File: src/rtl/unibus_tracer_pkg.sv
// Shared definitions for the Unibus cycle tracer: trace entry layout, bus function codes, FSM states.
package unibus_tracer_pkg;

  localparam int unsigned ENTRY_W     = 50;
  localparam int unsigned DELTA_MSB   = 49;
  localparam int unsigned DELTA_LSB   = 38;
  localparam int unsigned LOST_BIT    = 37;
  localparam int unsigned TIMEOUT_BIT = 36;
  localparam int unsigned C_MSB       = 35;
  localparam int unsigned C_LSB       = 34;
  localparam int unsigned A_MSB       = 33;
  localparam int unsigned A_LSB       = 16;
  localparam int unsigned D_MSB       = 15;
  localparam int unsigned D_LSB       = 0;

  localparam logic [1:0] FN_DATI  = 2'b00;
  localparam logic [1:0] FN_DATIP = 2'b01;
  localparam logic [1:0] FN_DATO  = 2'b10;
  localparam logic [1:0] FN_DATOB = 2'b11;

  typedef enum logic [1:0] {
    ST_IDLE,
    ST_QUAL,
    ST_WAITSSYN,
    ST_WAITEND
  } state_t;

  function automatic logic is_write(input logic [1:0] fn);
    return (fn == FN_DATO) || (fn == FN_DATOB);
  endfunction

  function automatic logic is_read(input logic [1:0] fn);
    return (fn == FN_DATI) || (fn == FN_DATIP);
  endfunction

endpackage

File: src/rtl/unibus_tracer_fifo.sv
// trace_fifo: single-clock synchronous FIFO with occupancy count; reads zero when empty.
module trace_fifo #(
  parameter int unsigned WIDTH = 50,
  parameter int unsigned DEPTH = 16
) (
  input  logic                       clk,
  input  logic                       rst,
  input  logic                       push,
  input  logic [WIDTH-1:0]           push_data,
  input  logic                       pop,
  output logic                       full,
  output logic                       empty,
  output logic [$clog2(DEPTH):0]     count,
  output logic [WIDTH-1:0]           rd_data
);
  localparam int unsigned AW = $clog2(DEPTH);
  localparam int unsigned CW = AW + 1;

  logic [WIDTH-1:0] mem_q [DEPTH];
  logic [AW-1:0]    wr_ptr_q, wr_ptr_d, rd_ptr_q, rd_ptr_d;
  logic [CW-1:0]    count_q, count_d;
  logic             do_push, do_pop;

  // A pop on a full FIFO frees the slot for a same-cycle push; a pop on an empty FIFO is ignored.
  always_comb begin
    do_pop   = pop && (count_q != '0);
    do_push  = push && ((count_q != CW'(DEPTH)) || do_pop);
    wr_ptr_d = wr_ptr_q;
    rd_ptr_d = rd_ptr_q;
    count_d  = count_q;
    if (do_push) wr_ptr_d = wr_ptr_q + AW'(1);
    if (do_pop)  rd_ptr_d = rd_ptr_q + AW'(1);
    if (do_push && !do_pop) count_d = count_q + CW'(1);
    if (do_pop && !do_push) count_d = count_q - CW'(1);
  end

  always_ff @(posedge clk) begin
    if (rst) begin
      wr_ptr_q <= '0;
      rd_ptr_q <= '0;
      count_q  <= '0;
    end else begin
      wr_ptr_q <= wr_ptr_d;
      rd_ptr_q <= rd_ptr_d;
      count_q  <= count_d;
    end
  end

  always_ff @(posedge clk) begin
    if (do_push) mem_q[wr_ptr_q] <= push_data;
  end

  assign full    = (count_q == CW'(DEPTH));
  assign empty   = (count_q == '0);
  assign count   = count_q;
  assign rd_data = empty ? '0 : mem_q[rd_ptr_q];

endmodule

File: src/rtl/unibus_tracer.sv
// Passive Unibus tracer: qualifies MSYN/SSYN handshakes and logs each transfer into trace_fifo.
// Define UNIBUS_TRACER_TIMESTAMP_EN to fill the delta field with clocks between address latches.
module unibus_tracer
  import unibus_tracer_pkg::*;
#(
  parameter int unsigned DEPTH   = 16,
  parameter int unsigned TIMEOUT = 1000
) (
  input  logic                     CLOCK,
  input  logic                     RESET,
  input  logic                     trace_en,
  input  logic [17:0]              a_in_h,
  input  logic [1:0]               c_in_h,
  input  logic [15:0]              d_in_h,
  input  logic                     msyn_in_h,
  input  logic                     ssyn_in_h,
  input  logic                     init_in_h,
  output logic [49:0]              trace_data,
  output logic                     trace_valid,
  input  logic                     trace_pop,
  output logic [$clog2(DEPTH):0]   trace_count
);
  localparam int unsigned   TW      = $clog2(TIMEOUT + 1);
  localparam logic [TW-1:0] TO_LAST = TW'(TIMEOUT - 1);

  state_t                       state_q, state_d;
  logic [17:0]                  a_q, a_d;
  logic [1:0]                   c_q, c_d;
  logic [15:0]                  dat_q, dat_d;
  logic                         seen_q, seen_d;
  logic [TW-1:0]                tcnt_q, tcnt_d;
  logic                         lost_q, lost_d;
  logic                         latch, push_req, push_to, pop_eff, fifo_full, fifo_empty;
  logic [15:0]                  push_dat;
  logic [DELTA_MSB-DELTA_LSB:0] delta_val;
  logic [ENTRY_W-1:0]           entry;

  always_comb begin
    state_d  = state_q;
    a_d      = a_q;
    c_d      = c_q;
    dat_d    = dat_q;
    seen_d   = 1'b0;
    tcnt_d   = tcnt_q;
    latch    = 1'b0;
    push_req = 1'b0;
    push_to  = 1'b0;
    push_dat = dat_q;
    unique case (state_q)
      ST_IDLE: if (msyn_in_h && trace_en) state_d = ST_QUAL;
      ST_QUAL: begin
        if (msyn_in_h) begin
          latch   = 1'b1;
          a_d     = a_in_h;
          c_d     = c_in_h;
          if (is_write(c_in_h)) dat_d = d_in_h;
          state_d = ST_WAITSSYN;
        end else begin
          state_d = ST_IDLE;
        end
      end
      ST_WAITSSYN: begin
        tcnt_d = tcnt_q + TW'(1);
        if (!msyn_in_h) begin
          state_d = ST_IDLE;
        end else if (ssyn_in_h && seen_q) begin
          push_req = 1'b1;
          if (is_read(c_q)) begin
            dat_d    = d_in_h;
            push_dat = d_in_h;
          end
          state_d = ST_WAITEND;
        end else if (tcnt_q == TO_LAST) begin
          push_req = 1'b1;
          push_to  = 1'b1;
          if (is_read(c_q)) push_dat = '0;
          state_d = ST_WAITEND;
        end else begin
          seen_d = ssyn_in_h;
        end
      end
      ST_WAITEND: if (!msyn_in_h) state_d = ST_IDLE;
      default: state_d = ST_IDLE;
    endcase
    if (init_in_h) begin
      state_d  = ST_IDLE;
      latch    = 1'b0;
      push_req = 1'b0;
      seen_d   = 1'b0;
    end
    if (latch) tcnt_d = '0;
  end

  // A dropped push marks lost; the next accepted push carries it and clears it.
  always_comb begin
    pop_eff = trace_pop && trace_valid;
    lost_d  = push_req ? (fifo_full && !pop_eff) : lost_q;
    entry                         = '0;
    entry[DELTA_MSB:DELTA_LSB]    = delta_val;
    entry[LOST_BIT]               = lost_q;
    entry[TIMEOUT_BIT]            = push_to;
    entry[C_MSB:C_LSB]            = c_q;
    entry[A_MSB:A_LSB]            = a_q;
    entry[D_MSB:D_LSB]            = push_dat;
  end

  always_ff @(posedge CLOCK) begin
    if (RESET) begin
      state_q <= ST_IDLE;
      a_q     <= '0;
      c_q     <= '0;
      dat_q   <= '0;
      seen_q  <= 1'b0;
      tcnt_q  <= '0;
      lost_q  <= 1'b0;
    end else begin
      state_q <= state_d;
      a_q     <= a_d;
      c_q     <= c_d;
      dat_q   <= dat_d;
      seen_q  <= seen_d;
      tcnt_q  <= tcnt_d;
      lost_q  <= lost_d;
    end
  end

`ifdef UNIBUS_TRACER_TIMESTAMP_EN
  logic [11:0] ts_q, ts_d, delta_q, delta_d;

  always_comb begin
    ts_d    = (&ts_q) ? ts_q : ts_q + 12'd1;
    delta_d = delta_q;
    if (latch) begin
      delta_d = ts_q;
      ts_d    = 12'd1;
    end
  end

  always_ff @(posedge CLOCK) begin
    if (RESET) begin
      ts_q    <= '0;
      delta_q <= '0;
    end else begin
      ts_q    <= ts_d;
      delta_q <= delta_d;
    end
  end

  assign delta_val = delta_q;
`else
  assign delta_val = '0;
`endif

  trace_fifo #(
    .WIDTH (ENTRY_W),
    .DEPTH (DEPTH)
  ) u_fifo (
    .clk       (CLOCK),
    .rst       (RESET),
    .push      (push_req),
    .push_data (entry),
    .pop       (trace_pop),
    .full      (fifo_full),
    .empty     (fifo_empty),
    .count     (trace_count),
    .rd_data   (trace_data)
  );

  assign trace_valid = !fifo_empty;

endmodule

File: config.mk
export PLATFORM = sky130hd
export DESIGN_NAME = unibus_tracer
export DESIGN_NICKNAME = d
export VERILOG_FILES = /design/src/rtl/unibus_tracer_pkg.sv /design/src/rtl/unibus_tracer_fifo.sv /design/src/rtl/unibus_tracer.sv
export SDC_FILE = /design/constraint.sdc
export NUM_CORES = 1
export LEC_CHECK = 0
export ABC_AREA = 1
export CORE_UTILIZATION = 35
export CTS_BUF_LIST = sky130_fd_sc_hd__clkbuf_4 sky130_fd_sc_hd__clkbuf_8 sky130_fd_sc_hd__clkbuf_16
export DETAILED_ROUTE_END_ITERATION = 8
export GPL_TIMING_DRIVEN = 0
export HOLD_SLACK_MARGIN = 0.1
export PLACE_DENSITY = 0.61
export SLEW_MARGIN = 20
export SYNTH_ARGS = -nofsm -noshare
export SYNTH_HDL_FRONTEND = slang
export SYNTH_SLANG_ARGS = --single-unit
File: constraint.sdc
create_clock -name CLOCK -period 7.25 [get_ports CLOCK]
set_input_delay 0.725 -clock CLOCK [delete_from_list [all_inputs] [get_ports CLOCK]]
set_output_delay 0.725 -clock CLOCK [all_outputs]
set_load 0.02 [all_outputs]
# ---- Word level (Yosys, flattened, before mapping)
# Memories as Yosys holds them, arrays and structs flattened. A register that Yosys moved wholly into a read port is not among the register bits.
# Cells that the tools add are included.
dict set report op_classes {
  bitwise 2
  mux 36
  n_addsub 5
  n_reduce_logical 27
  n_eq_ne 16
}
# op count
set ops {}
lappend ops {{16-bit 2-to-1 mux} 10}
lappend ops {{50-bit 2-to-1 mux} 1}
lappend ops {{16-bit one-hot mux with 2 select lines} 1}
lappend ops {{1-bit 2-to-1 mux} 13}
lappend ops {{2-bit 2-to-1 mux} 6}
lappend ops {{2-bit != test, second input constant} 6}
lappend ops {{10-bit by 1-bit adder with 10-bit output, second input constant} 1}
lappend ops {{10-bit equality test, second input constant} 1}
lappend ops {{5-bit 2-to-1 mux} 2}
lappend ops {{4-bit by 1-bit adder with 4-bit output, second input constant} 2}
lappend ops {{2-bit equality test, second input constant} 4}
lappend ops {{1-bit logical AND} 8}
lappend ops {{4-bit 2-to-1 mux} 2}
lappend ops {{2-bit one-hot mux with 4 select lines} 1}
lappend ops {{6-bit OR reduction} 1}
lappend ops {{5-bit by 1-bit adder with 5-bit output, second input constant} 1}
lappend ops {{5-bit equality test, second input constant} 1}
lappend ops {{5-bit zero test} 1}
lappend ops {{5-bit != test, second input constant} 1}
lappend ops {{5-bit AND reduction} 1}
lappend ops {{5-bit nonzero test} 1}
lappend ops {{5-bit by 1-bit subtractor with 5-bit output, second input constant} 1}
lappend ops {{2-bit by 1-bit equality test with 1-bit output, second input constant} 2}
lappend ops {{1-bit zero test} 4}
lappend ops {{8 further kinds} 14}
dict set report totals {
  reg_bits 63
  output_inout_bits 56
  n_memories 1
  mem_bits_rw 608
  inputBits 43
  word_cells 97
}
# name depth width read_ports rd_clocked_by_memory_dff write_ports line
set memory_table {}
lappend memory_table {u_fifo.mem_q 16 38 1 1 1 unibus_tracer_fifo.sv:19} ;# logic [WIDTH-1:0] mem_q [DEPTH];

# ---- Depth between registers and ports, before layout
# Gate-level depths: netlist (run 1).
dict set report logic_depth {
  word_depth 10
  ltp_mapped 18
  ltp_nobuf 18
}

# ---- By module
# A second synthesis (run 1) with hierarchy kept.
dict set report hier_totals {
  hier_cells 2868
  area_unflattened_um2 34962.3
}
# module n_inst cells_per_inst area_per_inst_um2 seq_area_each_um2
set modules_own_cells {}
lappend modules_own_cells {trace_fifo 1 2450 32292.2 24363.4}
lappend modules_own_cells {unibus_tracer 1 418 2670.1 1001.0}

# ---- Worst setup path before layout (run 1)
# OpenSTA, ideal clock, no wires.
dict set report synth_path {
  path_type {in2reg}
  from {input ssyn_in_h}
  to {memory u_fifo.mem_q[0][0] (netlist bit), enable pin}
  path_stages 6
  n_path_buf 0
  required_ns 6.817
  setup_time_ns 0.433
  arrival_time_ns 3.024
  setup_slack_ns 3.793
  cell_sequence {nand2_1 -> nand2_1 -> nand2_2 -> nor2_8 -> nand2_1 -> nor2_1}
}
dict set report synth_between {
  elab_chain_cells 8
}
# item line
set synth_rtl {}
lappend synth_rtl {{start: declaration} unibus_tracer.sv:16} ;# input logic ssyn_in_h,
lappend synth_rtl {{1-bit logical AND} unibus_tracer.sv:66} ;# end else if (ssyn_in_h && seen_q) begin
lappend synth_rtl {{1-bit 2-to-1 mux} unibus_tracer.sv:66}
lappend synth_rtl {{1-bit 2-to-1 mux} unibus_tracer.sv:64} ;# if (!msyn_in_h) begin
lappend synth_rtl {{1-bit 2-to-1 mux} unibus_tracer.sv:49} ;# unique case (state_q)
lappend synth_rtl {{1-bit 2-to-1 mux} unibus_tracer.sv:85} ;# if (init_in_h) begin
lappend synth_rtl {{1-bit logical AND} unibus_tracer_fifo.sv:27} ;# do_push = push && ((count_q != CW'(DEPTH)) || do_pop);
lappend synth_rtl {{1-bit 2-to-1 mux} unibus_tracer_fifo.sv:50} ;# if (do_push) mem_q[wr_ptr_q] <= push_data;
lappend synth_rtl {{1-bit 2-to-1 mux (not written as such)} unibus_tracer_fifo.sv:50}
lappend synth_rtl {{end: declaration} unibus_tracer_fifo.sv:19}
# Every way passes these cells.

==> results by group, run 1 <==
Run status
  • Status: completed

Layout
  • Layout cell share with drive strength beyond 1: 0.1132
  • Layout area overhead: 19.73%
  • Final #Nets: 2411
  • Post-route cell area: 0.03232 mm²

Power
  • NetSw: 4.060 mW
  • Power Dens Cells: 353.5 mW/mm²
  • Sequential power share: 0.371
  • Worst vdd ir: 0.2062 mV
  • Leakage power: 10.49 nW
  • Sw Ratio: 0.3553
  • Clock network fraction of total power: 0.305
  • Internal power: 7.366 mW
  • Combinational power share: 0.324

GRT
  • Initial antenna violation count: 1
  • Largest net degree at the start of global routing: 21
  • First-pass GRT wire length: 120700 µm
  • Gr ovfl total: 0
  • Vias in the first global route: 18580
  • GRT Util Overall: 0.2097

Clock network
  • Sink Count: 675
  • CTS tree: yes
  • Clock transition at path regs: 0.05 ns
  • Clock Path Buffers: 3
  • Num CTS Buffers: 69
  • Number of post-CTS setup repair buffers: 0
  • Skew-Pair Late Insertion Delay: 0.63 ns
  • Cts hold-fix bufs: 0
  • Post-cts sizing count: 0
  • Clock root cell: clkbuf_16
  • H-Tree Depth: 3

Floorplan
  • Initial Util: 0.3549
  • Row count: 101
  • Boundary pin count: 99
  • Die H: 279.7 µm
  • Die footprint: 0.07825 mm²
  • Die X: 279.7 µm
  • Core area: 0.07608 mm²

Placement
  • DP HPWL: 55710 µm
  • Port Buffer Count: 85
  • Placed cell area: 0.03009 mm²
  • Gpl congestion: 0.8473

STA
  • Fmax: 212.8 MHz
  • Final Setup Violations: 0
  • Final period util: 0.6483
  • Fin. Hold Viols: 0
  • RSZ-0062 raised after global routing: false
  • Slew HR: 0.2237
  • TNS Setup: 0 ns
  • Worst-margin pin slew: 1.164 ns
  • Max-slew violations: 0
  • Post-Route Skew: 0.03897 ns
  • Final worst path period need: 4.700 ns

Synth
  • Cell variety after synth: 41
  • Synth warnings: 0
  • Top_reg_cell synth: edfxtp_1
  • Post-synthesis sequential area ratio: 0.7260
  • Cells after Synth: 2156
  • Mapped Area: 0.02700 mm²
  • Fraction of registers with async set/reset: 0
  • #FFs+latches synth: 675
  • Post-synth EDFFs: 608
  • Syn Area/Cell: 12.52 µm²

Routing
  • Post-route ant nets: 0
  • Vias per cell: 5.565
  • Detailed-route wire length per cell: 24.21 µm
  • Drc violations: 0
  • DR iter-0 viols: 2403
  • Vias: 19160
  • First-pass DRT Iterations: 7
  • Total routed wirelength: 83330 µm

Worst setup path
  • Worst path arrival time: 3.98 ns
  • Required @ worst endpoint: 6.52 ns
  • Worst-path maximum fanout: 10
  • Reg2reg setup slack: 4.40 ns
  • Critical R2R Launch: tcnt_q[0]
  • Crit Path Category: flip-flop to output pin
  • R2r worst-path depth: 10
  • Terminus of the critical flop-to-flop path: u_fifo.mem_q[2][30]
  • Crit end category: output pin
  • Startpoint types: flip-flop

Min path
  • Worst Hold Depth: 1
  • Min-delay src: tcnt_q[9]
  • Hold path endpoint: tcnt_q[9]
  • Worst min path class: flip-flop to flip-flop

Flow run
  • Maxcap violations: 0
==> layer usage <==
layer	global-route usage	part of all wire	wire, µm	vias up
met5	0	0	0	-
met4	0.07931	0.038	3171	0
met3	0.04587	0.098	8169	180
met2	0.3389	0.47	39170	1070
met1	0.2758	0.39	32810	9538
li1	-	-	-	8367
==> worst max-delay path, stage by stage, from the launching register on <==
cell and delay, ns:
dfxtp_1 0.31, buf_6 0.17, clkinv_2 0.22, buf_4 0.26, clkbuf_1 0.53, o21ai_0 0.19
o221ai_1 0.32, nand3_1 0.17, a21oi_1 0.47, clkdlybuf4s50_1 0.70
==> how the worst max path moves through the flow <==
stage | slack, ns | to | cells after the start | startpoint
2_1_floorplan | 3.79 | u_fifo.mem_q[0][0] | 6 | ssyn_in_h
3_3_place_gp | 1.13 | u_fifo.mem_q[11][29] | 7 | msyn_in_h
3_5_place_dp | 3.31 | trace_data[24] | 9 | flip-flop
4_1_cts | 2.65 | trace_data[24] | 9 | flip-flop
5_1_grt | 2.49 | trace_data[16] | 9 | flip-flop
6_report | 2.55 | trace_data[35] | 9 | flip-flop
==> flip-flops by register name (all words and copies together) (netlist names), named ones only <==
register	count
lost_q	1
a_q	18
u_fifo.wr_ptr_q	4
u_fifo.count	5
dat_q	16
seen_q	1
u_fifo.mem_q	608
tcnt_q	10
state_q	2
c_q	2
u_fifo.rd_ptr_q	4
==> synthesized netlist by cell type, drive strengths merged (2+ instances only) <==
master	instances	area (µm²)
nand3	64	325.3
nor2	403	1539
o22ai	44	275.3
a31oi	17	106.4
xor2	3	26.28
a211oi	2	27.53
ha	9	112.6
buf	85	558.0
dfxtp	67	1341
a21oi	96	480.5
nand4	5	31.28
clkbuf	77	289.0
clkinv	3	17.51
edfxtp	608	18260
nor3b	2	15.01
nand2	129	511.7
o221ai	108	945.9
inv	52	197.7
nor3	5	25.02
o21ai	371	1857
==> through the flow <==
step                hold slack, ns  cells  worst slack [ns]  power [mW]  utilization
CTS                         0.4854   3441             2.654       11.41       0.4245
finish                      0.4901   3442             2.550       11.43       0.4249
global route                0.5194   3441             2.485       11.80       0.4248
floorplan                   0.4363   2167             3.793       6.342            -
detailed placement          0.4726   3317             3.311       7.991       0.3955
global placement            0.4576   3282             1.131       7.923       0.3835
==> placed cells by master, fill, tap and decap left out, types with 17 or more instances in the layout <==
cell / Yosys / layout
inv_1: 48 / 48
a31oi_1: 17 / 17
nor2_1: 400 / 383
clkbuf_1: 77 / 77
clkbuf_16: 0 / 73
o221ai_1: 108 / 108
clkbuf_4: 0 / 24
edfxtp_1: 608 / 608
clkdlybuf4s50_1: 0 / 85
buf_2: 44 / 44
o21ai_0: 336 / 330
nor2_4: 1 / 17
o22ai_1: 44 / 44
nand3_1: 63 / 63
dfxtp_1: 67 / 67
a21oi_1: 96 / 96
nand2_1: 124 / 124
buf_4: 23 / 27
o21ai_1: 35 / 29
==> area by class of cell <==
cell class | instances | area, µm²
plain buffers | 162 | 847.1
diodes | 1 | 2.502
multi-input cells | 1275 | 6544
repair buffers | 120 | 1622
well taps | 1030 | 1289
clock buffers | 100 | 2048
fillers | 6936 | 43750
clock inverters | 24 | 155.1
flip-flops and latches | 675 | 19600
inverters | 55 | 215.2
==> cells by family (layout without fill, tap and decap cells) <==
group,count (synthesis),in the layout,synth area share
flip-flops,675,675,0.7260
AO/OA/AOI/OAI,640,640,0.1374
AND/OR/NAND/NOR,609,609,0.09093
buffers and inverters,217,461,0.03935
adder cells (fa/ha/maj),10,10,0.004913
XOR/XNOR,4,4,0.001298
other,1,13,0.0001389
==> power groups by stage <==
stage / sequential, mW / clock, mW / combinational [mW]
2_1_floorplan: 4.33 / 0 / 2.01
3_3_place_gp: 4.32 / 0 / 3.60
3_5_place_dp: 4.33 / 0 / 3.66
4_1_cts: 4.24 / 3.49 / 3.67
5_1_grt: 4.24 / 3.63 / 3.92
6_report: 4.24 / 3.48 / 3.70
(Power assumes the default switching activity.)
==> run 2, diff against run 1 <==
- clock period: 7.25 -> 4.7 ns (I/O delays scaled with it)
==> results of run 2 <==
The final DEF is identical to that of run 1. Status: completed.
Among the figures that moved: setup slack after placement 3.311 ns -> 1.016 ns; clock-pin slew on the worst setup and hold paths 0.05 ns -> 0.06 ns; setup slack after layout 2.550 ns -> 0.2548 ns; hold slack 0.4901 ns -> 0.4205 ns; register-to-register setup slack 4.40 ns -> 1.85 ns; end point of the worst hold path tcnt_q[9] -> a_q[8]; total power 11.43 mW -> 17.63 mW; worst IR drop on VDD 0.2062 mV -> 0.3180 mV
